**src/rtl/bram_dump_pkg.sv**
```systemverilog
`default_nettype none
// ============================================================================
//  Module      : bram_dump_pkg
//  Description : Shared types and constants for the BRAM readback sequencer.
//  Revision    : 1.0  initial release
// ============================================================================
package bram_dump_pkg;

   typedef enum logic [1:0] {
      IDLE  = 2'd0,
      RUN   = 2'd1,
      DRAIN = 2'd2,
      DONE  = 2'd3
   } state_t;

   localparam int BUF_DEPTH = 2;
   localparam int CNT_W     = $clog2(BUF_DEPTH + 1);

   // A slot is free if the word popped this cycle makes room for the read
   // issued this cycle; this is what lets a held-ready consumer get one word
   // per cycle out of a two-entry buffer.
   function automatic logic credit_ok(input logic [CNT_W-1:0] count,
                                      input logic             pop,
                                      input logic             in_flight);
      return (int'(count) - int'(pop) + int'(in_flight)) < BUF_DEPTH;
   endfunction

endpackage
`default_nettype wire

```
**src/rtl/bram_dump_reader_if.sv**
```systemverilog
`default_nettype none
// ============================================================================
//  Module      : bram_dump_reader_if
//  Description : Memory read port plus valid/ready word stream of the reader.
//  Revision    : 1.0  initial release
// ============================================================================
interface bram_dump_reader_if #(
   parameter int ADDR_W  = 17,
   parameter int WID_MEM = 16
);
   logic [ADDR_W-1:0]  mem_raddr;
   logic [WID_MEM-1:0] mem_rdata;
   logic               out_valid;
   logic               out_ready;
   logic [ADDR_W-1:0]  out_addr;
   logic [WID_MEM-1:0] out_data;
   logic               out_last;

   modport master (
      output mem_raddr,
      input  mem_rdata,
      output out_valid,
      input  out_ready,
      output out_addr,
      output out_data,
      output out_last
   );

   modport slave (
      input  mem_raddr,
      output mem_rdata,
      input  out_valid,
      output out_ready,
      input  out_addr,
      input  out_data,
      input  out_last
   );
endinterface
`default_nettype wire

```
**src/rtl/bram_dump_skid_buf.sv**
```systemverilog
`default_nettype none
// ============================================================================
//  Module      : bram_dump_skid_buf
//  Description : Two-entry FIFO of address/data pairs feeding the output port.
//  Revision    : 1.0  initial release
// ============================================================================
module bram_dump_skid_buf
   import bram_dump_pkg::*;
#(
   parameter type entry_t = logic [32:0]
) (
   input  logic             clk,
   input  logic             reset,
   input  logic             push,
   input  entry_t           push_entry,
   input  logic             pop,
   output logic [CNT_W-1:0] count,
   output entry_t           head
);

   entry_t slots [BUF_DEPTH];
   logic   wr_ptr;
   logic   rd_ptr;

   always_ff @(posedge clk or negedge reset) begin
      if (!reset) begin
         for (int i = 0; i < BUF_DEPTH; i++) begin
            slots[i] <= '0;
         end
         wr_ptr <= 1'b0;
         rd_ptr <= 1'b0;
         count  <= '0;
      end else begin
         if (push) begin
            slots[wr_ptr] <= push_entry;
            wr_ptr        <= ~wr_ptr;
         end
         if (pop) begin
            rd_ptr <= ~rd_ptr;
         end
         case ({push, pop})
            2'b10:   count <= count + CNT_W'(1);
            2'b01:   count <= count - CNT_W'(1);
            default: count <= count;
         endcase
      end
   end

   assign head = slots[rd_ptr];

endmodule
`default_nettype wire

```
**src/rtl/bram_dump_reader.sv**
```systemverilog
`default_nettype none
// ============================================================================
//  Module      : bram_dump_reader
//  Description : Sweeps a registered-read BRAM 0..DEPTH_MEM-1, streams each
//                (address, word) pair and accumulates a running checksum.
//  Revision    : 1.0  initial release
// ============================================================================
module bram_dump_reader
   import bram_dump_pkg::*;
#(
   parameter int WID_MEM   = 16,
   parameter int DEPTH_MEM = 131072,
   parameter int ADDR_W    = 17,
   parameter int CSUM_W    = 32
) (
   input  logic               clk,
   input  logic               reset,
   input  logic               start,
   bram_dump_reader_if.master bus,
   output logic               busy,
   output logic               done,
   output logic [CSUM_W-1:0]  checksum
);

   // Packages cannot take parameters, so the entry type lives here where the
   // widths are known and is handed to the buffer as a type parameter.
   typedef struct packed {
      logic [ADDR_W-1:0]  addr;
      logic [WID_MEM-1:0] data;
   } entry_t;

   localparam logic [ADDR_W-1:0] LAST_ADDR = ADDR_W'(DEPTH_MEM - 1);

   state_t            state;
   state_t            state_nxt;
   logic [ADDR_W-1:0] issue_ptr;
   logic [ADDR_W-1:0] raddr_hold;
   logic              in_flight;
   logic              issue;
   logic              start_sweep;
   logic              pop;
   logic              buf_valid;
   logic [CNT_W-1:0]  count;
   entry_t            head;
   entry_t            push_entry;

   always_comb begin
      state_nxt   = state;
      issue       = 1'b0;
      start_sweep = 1'b0;
      case (state)
         IDLE, DONE: begin
            if (start) begin
               state_nxt   = RUN;
               start_sweep = 1'b1;
            end
         end
         RUN: begin
            issue = credit_ok(count, pop, in_flight);
            if (issue && (issue_ptr == LAST_ADDR)) begin
               state_nxt = DRAIN;
            end
         end
         DRAIN: begin
            // Leave on the edge of the final handshake so done shows next cycle.
            if (!in_flight && (count == CNT_W'(pop))) begin
               state_nxt = DONE;
            end
         end
         default: state_nxt = IDLE;
      endcase
   end

   always_ff @(posedge clk or negedge reset) begin
      if (!reset) begin
         state      <= IDLE;
         issue_ptr  <= '0;
         raddr_hold <= '0;
         in_flight  <= 1'b0;
         checksum   <= '0;
      end else begin
         state     <= state_nxt;
         in_flight <= issue;
         if (issue) begin
            raddr_hold <= issue_ptr;
            if (issue_ptr != LAST_ADDR) begin
               issue_ptr <= issue_ptr + ADDR_W'(1);
            end
         end
         if (start_sweep) begin
            issue_ptr <= '0;
            checksum  <= '0;
         end else if (pop) begin
            checksum <= checksum + CSUM_W'(head.data);
         end
      end
   end

   // raddr_hold is also the address of the read currently in flight.
   assign push_entry = '{addr: raddr_hold, data: bus.mem_rdata};

   bram_dump_skid_buf #(
      .entry_t (entry_t)
   ) u_skid_buf (
      .clk        (clk),
      .reset      (reset),
      .push       (in_flight),
      .push_entry (push_entry),
      .pop        (pop),
      .count      (count),
      .head       (head)
   );

   assign buf_valid     = (count != '0);
   assign pop           = buf_valid && bus.out_ready;

   assign bus.mem_raddr = issue ? issue_ptr : raddr_hold;
   assign bus.out_valid = buf_valid;
   assign bus.out_addr  = buf_valid ? head.addr : '0;
   assign bus.out_data  = buf_valid ? head.data : '0;
   assign bus.out_last  = buf_valid && (head.addr == LAST_ADDR);

   assign busy = (state == RUN) || (state == DRAIN);
   assign done = (state == DONE);

endmodule
`default_nettype wire

```
**src/flat_wrapper.sv**
```systemverilog
// flat-port wrapper written by rule: the top's interface ports become plain ports
module bram_dump_reader_flat import bram_dump_pkg::*;
#(
   parameter int WID_MEM   = 16,
   parameter int DEPTH_MEM = 131072,
   parameter int ADDR_W    = 17,
   parameter int CSUM_W    = 32
)
  (clk, reset, start, busy, done, checksum, bus_mem_raddr, bus_mem_rdata, bus_out_valid, bus_out_ready, bus_out_addr, bus_out_data, bus_out_last);
  bram_dump_reader_if #(.ADDR_W(ADDR_W), .WID_MEM(WID_MEM)) bus_i ();
  input  logic clk;
  input  logic reset;
  input  logic start;
  output logic busy;
  output logic done;
  output logic [CSUM_W-1:0] checksum;
  output wire logic [$bits(bus_i.mem_raddr)-1:0] bus_mem_raddr;
  input wire logic [$bits(bus_i.mem_rdata)-1:0] bus_mem_rdata;
  output wire logic [$bits(bus_i.out_valid)-1:0] bus_out_valid;
  input wire logic [$bits(bus_i.out_ready)-1:0] bus_out_ready;
  output wire logic [$bits(bus_i.out_addr)-1:0] bus_out_addr;
  output wire logic [$bits(bus_i.out_data)-1:0] bus_out_data;
  output wire logic [$bits(bus_i.out_last)-1:0] bus_out_last;
  assign bus_mem_raddr = bus_i.mem_raddr;
  assign bus_i.mem_rdata = bus_mem_rdata;
  assign bus_out_valid = bus_i.out_valid;
  assign bus_i.out_ready = bus_out_ready;
  assign bus_out_addr = bus_i.out_addr;
  assign bus_out_data = bus_i.out_data;
  assign bus_out_last = bus_i.out_last;
  bram_dump_reader #(.WID_MEM(WID_MEM), .DEPTH_MEM(DEPTH_MEM), .ADDR_W(ADDR_W), .CSUM_W(CSUM_W)) u_core (.clk(clk), .reset(reset), .start(start), .bus(bus_i), .busy(busy), .done(done), .checksum(checksum));
endmodule
```
**config.mk**
```make
export PLATFORM = sky130hd
export DESIGN_NAME = bram_dump_reader_flat
export DESIGN_NICKNAME = d
export VERILOG_FILES = /design/src/rtl/bram_dump_pkg.sv /design/src/rtl/bram_dump_reader_if.sv /design/src/rtl/bram_dump_skid_buf.sv /design/src/rtl/bram_dump_reader.sv /design/src/flat_wrapper.sv
export SDC_FILE = /design/constraint.sdc
export NUM_CORES = 1
export LEC_CHECK = 0
export ABC_AREA = 1
export CAP_MARGIN = 10
export CORE_MARGIN = 2
export CORE_UTILIZATION = 45
export CTS_BUF_LIST = sky130_fd_sc_hd__clkbuf_8
export DETAILED_ROUTE_END_ITERATION = 16
export PLACE_DENSITY = 0.75
export SLEW_MARGIN = 20
export SYNTH_ARGS = -nofsm -noshare
export SYNTH_HDL_FRONTEND = slang
export SYNTH_HIERARCHICAL = 1
export SYNTH_SLANG_ARGS = --single-unit
```
**constraint.sdc**
```tcl
create_clock -name clk -period 2.2 [get_ports clk]
set_clock_uncertainty 0.1 [all_clocks]
set_input_delay 0.33 -clock clk [delete_from_list [all_inputs] [get_ports clk]]
set_output_delay 0.33 -clock clk [all_outputs]
set_load 0.02 [all_outputs]
```
==> impl_metrics.tcl <==
set metrics [dict create \
    status "finished with violations" \
    violations "setup timing" \
    drv_slew 0 \
    ys_types 45 \
    initial_utilization 0.463 \
    synthCells 1109 \
    grt_util_all_layers 0.266 \
    synth.avg_cell_area_sq_um 7.24 \
    yosysWarnings 6 \
    wl_per_cell_um 18.1 \
    busiest_layer "met2" \
    pre_cts_ws_ns -1.01 \
    grt_util_met2 0.473 \
    cp_num_buf_inv 6 \
    die_w_um 138 \
    clock_path_buffers 2 \
    timing.critical_path.mode_cell "inv_2" \
    cts_sinks 139 \
    synth_nets 1154 \
    ios 106 \
    cts-root-buf "clkbuf_8" \
    ys_ff_latch 139 \
    tritoncts "built" \
    dp_hpwl_um 16200 \
    cap_violations 0 \
    met3_usage 0.0585 \
    maxClockFrequency_mhz 358 \
    drc 0 \
    maxSlewHeadroom 0.640 \
    cts_buffers 17 \
    finalSetupTns_ns -31.72 \
    syn_area_sq_um 8030 \
    worstPathMaxFanout 7 \
    vias_per_cell 5.46 \
    peakVddDrop_v 0.00129 \
    crit_arrival_ns 2.37 \
    cpPeakStageDelay_ns 0.46 \
    fp.dieArea_sq_um 18900 \
    gp_congestion 0.923 \
    final_cell_mix "nand2_1, inv_1, dfrtp_1, buf_6, buf_4" \
    dr.first_iter.drc_count 777 \
    std_cell_rows 48 \
    portBuffers 105 \
    cts_max_level 4 \
    clkTransAtPathRegs_ns 0.08 \
    die_h_um 138 \
    routed_wl_um 29100 \
    worstPathCellList "clkdlybuf4s50_1 -> inv_1 -> nor2_8 -> inv_2 -> or2_4 -> fa_2 -> inv_2 -> nand2_8 -> clkbuf_16 -> o21ai_4 -> buf_6" \
    drt_pass1_iterations 5 \
    slowest_stage "clkdlybuf4s50_1" \
    p_leak_uw 0.00622 \
    clock_latency_ns 0.46 \
    fin_crit_ns 2.80 \
    layout.nets 1411 \
    antenna_found_initial 0 \
    postRouteAntennaNets 0 \
    overflow 0 \
    final_layout_size_suffix_gt1_frac 0.458 \
    power.total_uw 20900 \
    ys_seq_area_frac 0.433 \
    finalCritPeriodShare 1.27 \
    layout_setup_ws_ns -0.595 \
    path_class "primary input to output pin" \
    finalSetupViolations 93 \
    grt_pass1_wl_um 38700 \
    tightest_slew_ns 0.535 \
    path_delay_family "buffers and inverters" \
    final_common_cell "nand2_1" \
    hold_class "primary input to asynchronous set/reset pin" \
    vias 8758 \
    critPathRequiredTime_ns 1.77 \
    crit_path_end_kind "output pin" \
    hold_viol_final 0 \
    area_growth_pct 64.4 \
    core_area_sq_um 17400 \
    crit_path_start_kind "primary input" \
    first_global_vias 7968 \
    grt_setup_unrepaired "yes" \
    met1_usage 0.308 \
    grt_max_degree 49 \
    pwr_density_cell_nw_per_um2 1580 \
    num_antenna_cells 0 \
]
-- through the flow --
stage          utilization  cell area (sq um)  hold slack [ns]  cells
5_1_grt              0.761              13200            0.299   1603
3_3_place_gp         0.593              10300            0.194   1518
6_report             0.761              13200            0.282   1603
4_1_cts              0.693              12000            0.297   1587
2_1_floorplan            -               8300          -0.0656   1109
3_5_place_dp         0.593              10300            0.206   1518
-- final timing paths --
kind	startpoint	end	slack [ns]	cells after the start
worst max-delay path	bus_out_ready	bus_mem_raddr[16]	-0.60	11
worst min-delay path	reset	u_core/u_skid_buf/slots[38]$_DFFE_PN0P_	0.28	2
worst max register to register	u_core/u_skid_buf/count[1]$_DFFE_PN0P_	u_core/issue_ptr[14]$_DFFE_PN0P_	-0.58	17
worst min register to register	u_core/u_skid_buf/slots[52]$_DFFE_PN0P_	u_core/u_skid_buf/slots[52]$_DFFE_PN0P_	0.39	2
max in group asynchronous	reset	u_core/checksum[21]$_DFFE_PN0P_	1.01	3
min in group clk	bus_mem_rdata[14]	u_core/u_skid_buf/slots[47]$_DFFE_PN0P_	0.34	3
-- synth_stat cells (all sizes together) --
master,number,area (sq um)
nand2,333,1290
inv,195,734
o21ai,142,737
dfrtp,139,3480
nor2,111,493
nand3,50,280
a21oi,36,184
ha,23,288
buf,21,143
clkbuf,13,50.0
nor3,10,60.1
nand4,7,43.8
nor4,6,43.8
xor2,4,35.0
and2,2,12.5
and3,2,12.5
fa,2,40.0
nand3b,2,15.0
o31ai,2,15.0
or2,2,15.0
a21boi,1,7.51
a22o,1,8.76
a41oi,1,8.76
o211a,1,10.0
o211ai,1,7.51
o22ai,1,6.26
xnor2,1,8.76
-- final cells by class --
class,count,area [sq um]
clock buffer,20,275
sequential,139,3480
multi-input combinational,741,5450
clock inverter,11,168
inverter,195,752
fill,1095,4160
tap,225,282
timing repair buffer,272,2790
-- worst reg2reg max path, cell delays in order, from the launching register on --
cell and delay, ns:
dfrtp_2 0.43, nor2_4 0.19, nor2_8 0.04, inv_2 0.04, or2_4 0.12, a21boi_2 0.05
fa_2 0.34, inv_2 0.11, nand2_8 0.09, clkbuf_16 0.20, buf_6 0.13, o21ai_4 0.29
nand2_4 0.12, nor2_4 0.12, inv_2 0.06, nor2_2 0.09, o21ai_1 0.07, a21oi_1 0.13
-- power breakdown --
part           leakage, uW  switching [uW]  total (uW)  internal (uW)
Combinational      0.00416            8230       14600           6360
Sequential         0.00184             662        3960           3300
Clock             0.000226            1030        2350           1320
Total              0.00622            9930       20900          11000
-- sequential cells by signal, summed over array words and instances (netlist names) --
| signal | count |
|---|---|
| u_core/in_flight | 1 |
| u_core/u_skid_buf/wr_ptr | 1 |
| u_core/checksum | 32 |
| u_core/issue_ptr | 17 |
| u_core/u_skid_buf/count | 2 |
| u_core/u_skid_buf/rd_ptr | 1 |
| u_core/raddr_hold | 17 |
| u_core/u_skid_buf/slots | 66 |
| u_core/state | 2 |
-- timing repair --
item,4_1_cts,5_1_grt
cloned,2,3
hold buffers,1,0
endpoints found under the setup margin,101,103
buffers inserted,40,31
pin swaps,94,124
endpoints found under the hold margin,44,0
gates resized for setup,556,300
-- logic make-up after synthesis --
group,synth area share
flip-flops,0.433
adder cells (fa/ha/maj),0.0408
AND/OR/NAND/NOR,0.282
XOR/XNOR,0.00545
buffers and inverters,0.115
AO/OA/AOI/OAI,0.123
-- layer usage --
layer / share of wire / wire, um
met1: 0.37 / 10700
met5: 0 / 0
met2: 0.52 / 15000
met4: 0.047 / 1360
met3: 0.068 / 1970
Note: power is estimated with default switching activity, not from simulation.
